$ cat src/rtl/mem8085_pkg.sv
// Shared constants and state encoding for the 8085 word memory and its
// block-copy bus master.
//   MEM_AW / MEM_DW : address and data width of the 256x16 word memory
//   copy_state_t    : sequencer states (IDLE, RD, WR, DONE)
package mem8085_pkg;
    localparam int MEM_AW = 8;
    localparam int MEM_DW = 16;

    typedef enum logic [1:0] {
        IDLE = 2'd0,
        RD   = 2'd1,
        WR   = 2'd2,
        DONE = 2'd3
    } copy_state_t;
endpackage

$ cat src/rtl/mem_copy_master_8085.sv
// Block-copy bus master for the 8085 datapath's word memory. On an accepted
// start it alternates one read cycle and one write cycle per word, moving
// len words from src to dst (forward, word by word, pointers wrap mod 2^AW).
// Ports:
//   clk, rst_n            : clock, synchronous active-low reset
//   start, src, dst, len  : command; sampled only in IDLE
//   busy, done            : busy in RD/WR, done is a one-cycle pulse
//   count, sum            : words written, modulo-2^DW sum of copied words
//   mem_addr, mem_read,
//   mem_write, mem_wdata  : memory master port (all registered)
//   mem_rdata             : combinational read data from the memory
module mem_copy_master_8085
    import mem8085_pkg::*;
#(
    parameter int AW = MEM_AW,
    parameter int DW = MEM_DW
) (
    input  logic          clk,
    input  logic          rst_n,
    input  logic          start,
    input  logic [AW-1:0] src,
    input  logic [AW-1:0] dst,
    input  logic [AW-1:0] len,
    output logic          busy,
    output logic          done,
    output logic [AW-1:0] count,
    output logic [DW-1:0] sum,
    output logic [AW-1:0] mem_addr,
    output logic          mem_read,
    output logic          mem_write,
    output logic [DW-1:0] mem_wdata,
    input  logic [DW-1:0] mem_rdata
);

    copy_state_t   state;
    logic [AW-1:0] src_ptr;
    logic [AW-1:0] dst_ptr;
    logic [AW-1:0] len_q;
    logic [AW-1:0] count_inc;

    assign count_inc = AW'(count + 1'b1);

    // All bus outputs are set up one edge ahead for the state being entered,
    // so every port is a plain flop. mem_wdata doubles as the word buffer.
    always_ff @(posedge clk) begin
        if (!rst_n) begin
            state     <= IDLE;
            src_ptr   <= '0;
            dst_ptr   <= '0;
            len_q     <= '0;
            busy      <= 1'b0;
            done      <= 1'b0;
            count     <= '0;
            sum       <= '0;
            mem_addr  <= '0;
            mem_read  <= 1'b0;
            mem_write <= 1'b0;
            mem_wdata <= '0;
        end else begin
            case (state)
                IDLE: begin
                    if (start) begin
                        count <= '0;
                        sum   <= '0;
                        if (len != '0) begin
                            src_ptr  <= src;
                            dst_ptr  <= dst;
                            len_q    <= len;
                            state    <= RD;
                            busy     <= 1'b1;
                            mem_addr <= src;
                            mem_read <= 1'b1;
                        end else begin
                            state <= DONE;
                            done  <= 1'b1;
                        end
                    end
                end
                RD: begin
                    mem_wdata <= mem_rdata;
                    sum       <= sum + mem_rdata;
                    src_ptr   <= src_ptr + 1'b1;
                    state     <= WR;
                    mem_read  <= 1'b0;
                    mem_write <= 1'b1;
                    mem_addr  <= dst_ptr;
                end
                WR: begin
                    dst_ptr   <= dst_ptr + 1'b1;
                    count     <= count_inc;
                    mem_write <= 1'b0;
                    if (count_inc == len_q) begin
                        state    <= DONE;
                        busy     <= 1'b0;
                        done     <= 1'b1;
                        mem_addr <= '0;
                    end else begin
                        state    <= RD;
                        mem_read <= 1'b1;
                        // src_ptr already advanced in the RD cycle
                        mem_addr <= src_ptr;
                    end
                end
                DONE: begin
                    done  <= 1'b0;
                    state <= IDLE;
                end
                default: state <= IDLE;
            endcase
        end
    end

endmodule

$ cat config.mk
export PLATFORM = sky130hd
export DESIGN_NAME = mem_copy_master_8085
export DESIGN_NICKNAME = d
export VERILOG_FILES = /design/src/rtl/mem8085_pkg.sv /design/src/rtl/mem_copy_master_8085.sv
export SDC_FILE = /design/constraint.sdc
export NUM_CORES = 1
export LEC_CHECK = 0
export CORE_AREA = 2 2 140 142
export DETAILED_ROUTE_END_ITERATION = 7
export DIE_AREA = 0 0 142 144
export GPL_ROUTABILITY_DRIVEN = 0
export PLACE_DENSITY = 0.43
export SLEW_MARGIN = 20
export SYNTH_ARGS = -nofsm -noshare
export SYNTH_HDL_FRONTEND = slang
export SYNTH_SLANG_ARGS = --single-unit
$ cat constraint.sdc
create_clock -name clk -period 8.5 [get_ports clk]
set_clock_uncertainty 0.2 [all_clocks]
set_input_delay 2.55 -clock clk [delete_from_list [all_inputs] [get_ports clk]]
set_output_delay 2.55 -clock clk [all_outputs]
set_load 0.05 [all_outputs]
==> run_results.csv <==
group,metric,value,unit
setup_path,crit_top_cell,"nand2_1",
logic_synthesis,synth.yosys.seq_area_share,34.8,%
pwr,pwr_density_cell,304,nW/µm²
logic_synthesis,syn_nets,611,
logic_synthesis,yosys.cell_types.count,55,
setup_path,crit_fanout,13,
sta,hold-worst-slack,0.256,ns
setup_path,crit_family,"compound AO/OA/AOI/OAI gates",
die,dieWidth,142,µm
setup_path,r2r-end,"src_ptr[6]",
grt,grt_usage,13.0,%
logic_synthesis,synth-async-reset-ratio,0,%
setup_path,cp-end-kind,"flop",
clock_network,post_cts_buffers,0,
drt,drt_first_pass_iters,6,
grt,grt_max_degree,76,
drt,wire_per_inst,15.1,µm
place,hpwlAfterDp,9310,µm
sta,grt_setup_unrepaired,"false",
sta,period_needed,5.17,ns
clock_network,tritoncts,"yes",
sta,max-slew-margin-rel,33.5,%
drt,ant_nets,0,
pwr,p_leak,0.00224,µW
setup_path,r2r_cells,7,
cells_and_area,layout-drive-gt1-share,4.15,%
drt,route.detailed.drc,0,
logic_synthesis,ys_ff_latch,78,
place,io_buffers,94,
logic_synthesis,syn_inst,545,
cells_and_area,antennaDiodeCount,0,
die,rows,51,
sta,setup_tns,0,ns
place,dpl_worst_slack,2.86,ns
grt,antenna_found_initial,0,
drt,num_vias,4118,
sta,slew_violations,0,
setup_path,reg2reg_slack,5.27,ns
die,io_pins,95,
grt,overflow,0,
setup_path,worst-endpoint-required,8.58,ns
status,status,"completed",
clock_network,clkTransAtPathRegs,0.06,ns
clock_network,cts_inserted_buffers,9,
worst_hold_path,holdPathEnd,"mem_addr[7]",
clock_network,cts_resized,0,
setup_path,cp.buffers_inverters,1,
worst_hold_path,hold_depth,2,
logic_synthesis,avgSynthCellArea,8.23,µm²
die,die_area,20400,µm²
clock_network,cts_root_buf,"clkbuf_16",
die,design.core.area,19100,µm²
die,die_height,144,µm
drt,wl,13100,µm
sta,fmax,194,MHz
setup_path,path_cells,"clkdlybuf4s50_1 > or4_1 > o21bai_1 > nand2_1 > a21oi_1 > nand2_1 > o21ai_0",
logic_synthesis,ys.flop_type,"dfxtp_1",
sta,finalHoldViolCount,0,
setup_path,worstSetupPathType,"input pin to flop",
grt,grt_pass1_vias,4135,
worst_hold_path,hold_path_class,"flop to flop",
setup_path,reg2reg_from,"state[1]",
sta,worstMarginPinSlew,0.997,ns
run,drv_cap,0,
cells_and_area,synthToLayoutAreaGrowth,32.7,%
sta,timing.final.ws_setup,3.33,ns
pwr,ir_drop,0.110,mV
clock_network,clock_latency,0.34,ns
logic_synthesis,ys_warn_count,0,
clock_network,clock_path_buffers,2,
sta,fin_crit_sh,60.8,%
setup_path,slowest_delay,0.73,ns
cells_and_area,final_cells,865,
clock_network,clock-sinks,78,
clock_network,hold_buffers,0,
grt,grt_pass1_wl,21100,µm
sta,finalSetupViolations,0,
worst_hold_path,hp-start,"mem_addr[7]",
drt,drtIter0Drc,201,
cells_and_area,nets,688,
setup_path,crit_path_top_delay_cell,"o21bai_1",
setup_path,arrival,5.24,ns
place,dp.cells,849,
logic_synthesis,synth_edf_count,0,
die,start_util,23.5,%
clock_network,h-tree-depth,3,
drt,vias_per_cell,4.76,
logic_synthesis,netlist_area,4480,µm²
setup_path,cp-start-kind,"input pin",
==> kinds of logic (layout without fill, tap and decap cells) <==
family	after synthesis	count (layout)	synth area share (%)
AO/OA/AOI/OAI	165	165	24.1
XOR/XNOR	23	23	4.49
adder cells (fa/ha/maj)	23	23	6.59
buffers and inverters	42	124	3.80
flip-flops	78	78	34.8
multiplexers	24	24	5.36
AND/OR/NAND/NOR	190	190	20.9
==> metal layers <==
layer	global-route usage [%]	part of all wire (%)	vias up
met5	0	0	-
met4	3.58	1.5	0
met3	4.54	6.0	15
met2	20.6	43	104
met1	16.8	49	1915
li1	-	-	2084
==> per-stage QoR <==
stage,area [µm²],util [%],total power [µW]
2_1_floorplan,4480,-,1120
3_3_place_gp,5610,29.4,1370
3_5_place_dp,5610,29.4,1380
4_1_cts,5940,31.2,1830
5_1_grt,5950,31.2,1930
6_report,5950,31.2,1810
==> worst register-to-register path, cell delays in order (launching register included) <==
cell and delay, ns:
dfxtp_1 0.34, inv_1 0.09, ha_2 0.84, nor2b_1 0.53, nor2_1 0.30, or4_1 0.57
a21bo_2 0.20, a21boi_1 0.11
==> power by group <==
group / total [µW] / internal, µW / switching [µW] / leakage [µW]
Clock: 442 / 281 / 160 / 0.000166
Combinational: 847 / 307 / 540 / 0.00144
Sequential: 517 / 451 / 66.1 / 0.000638
==> sequential cells by signal, indices dropped and copies added (netlist names), 2 cells and up <==
name,count
state,2
mem_addr,8
dst_ptr,8
mem_wdata,16
count,8
len_q,8
sum,16
src_ptr,8
==> cell usage in the layout, fill, tap and decap left out, types with 13 or more instances in the layout <==
cell / synthesis / routed
a21o_1: 13 / 13
nor2b_1: 36 / 36
and2_1: 14 / 14
clkdlybuf4s50_1: 0 / 93
mux2i_1: 24 / 24
ha_1: 22 / 21
a22oi_1: 18 / 18
nand2_1: 79 / 79
dfxtp_1: 78 / 78
nor2_1: 17 / 17
a21oi_1: 35 / 34
xnor2_1: 13 / 13
o21ai_0: 43 / 43
a21boi_0: 14 / 14
==> synthesized netlist by cell type, types with 14 or more instances <==
cell,number,share of area [%]
nand2_1,79,6.6
dfxtp_1,78,35
o21ai_0,43,4.8
nor2b_1,36,5.0
a21oi_1,35,3.9
clkbuf_1,25,2.1
mux2i_1,24,5.4
ha_1,22,6.1
a22oi_1,18,3.0
nor2_1,17,1.4
a21boi_0,14,2.3
and2_1,14,2.0
==> worst max path at each step <==
stage                             from     endpoint  depth (start not counted)
final                           len[2]  mem_addr[1]                          7
after global routing            len[5]  mem_addr[2]                          7
after CTS                       len[2]   dst_ptr[2]                          9
after detailed placement        len[2]   dst_ptr[3]                          9
after global placement          len[5]  mem_addr[2]                          7
after floorplan           mem_rdata[0]      sum[14]                          9
==> cell type report <==
cell class | count | area (µm²)
clock buffers | 13 | 270
flip-flops and latches | 78 | 1560
multi-input cells | 425 | 2760
inverters | 12 | 45.0
repair buffers | 96 | 951
clock inverters | 3 | 65.1
well taps | 238 | 298
fillers | 2009 | 13100
Note: power is estimated with default switching activity, not from simulation.
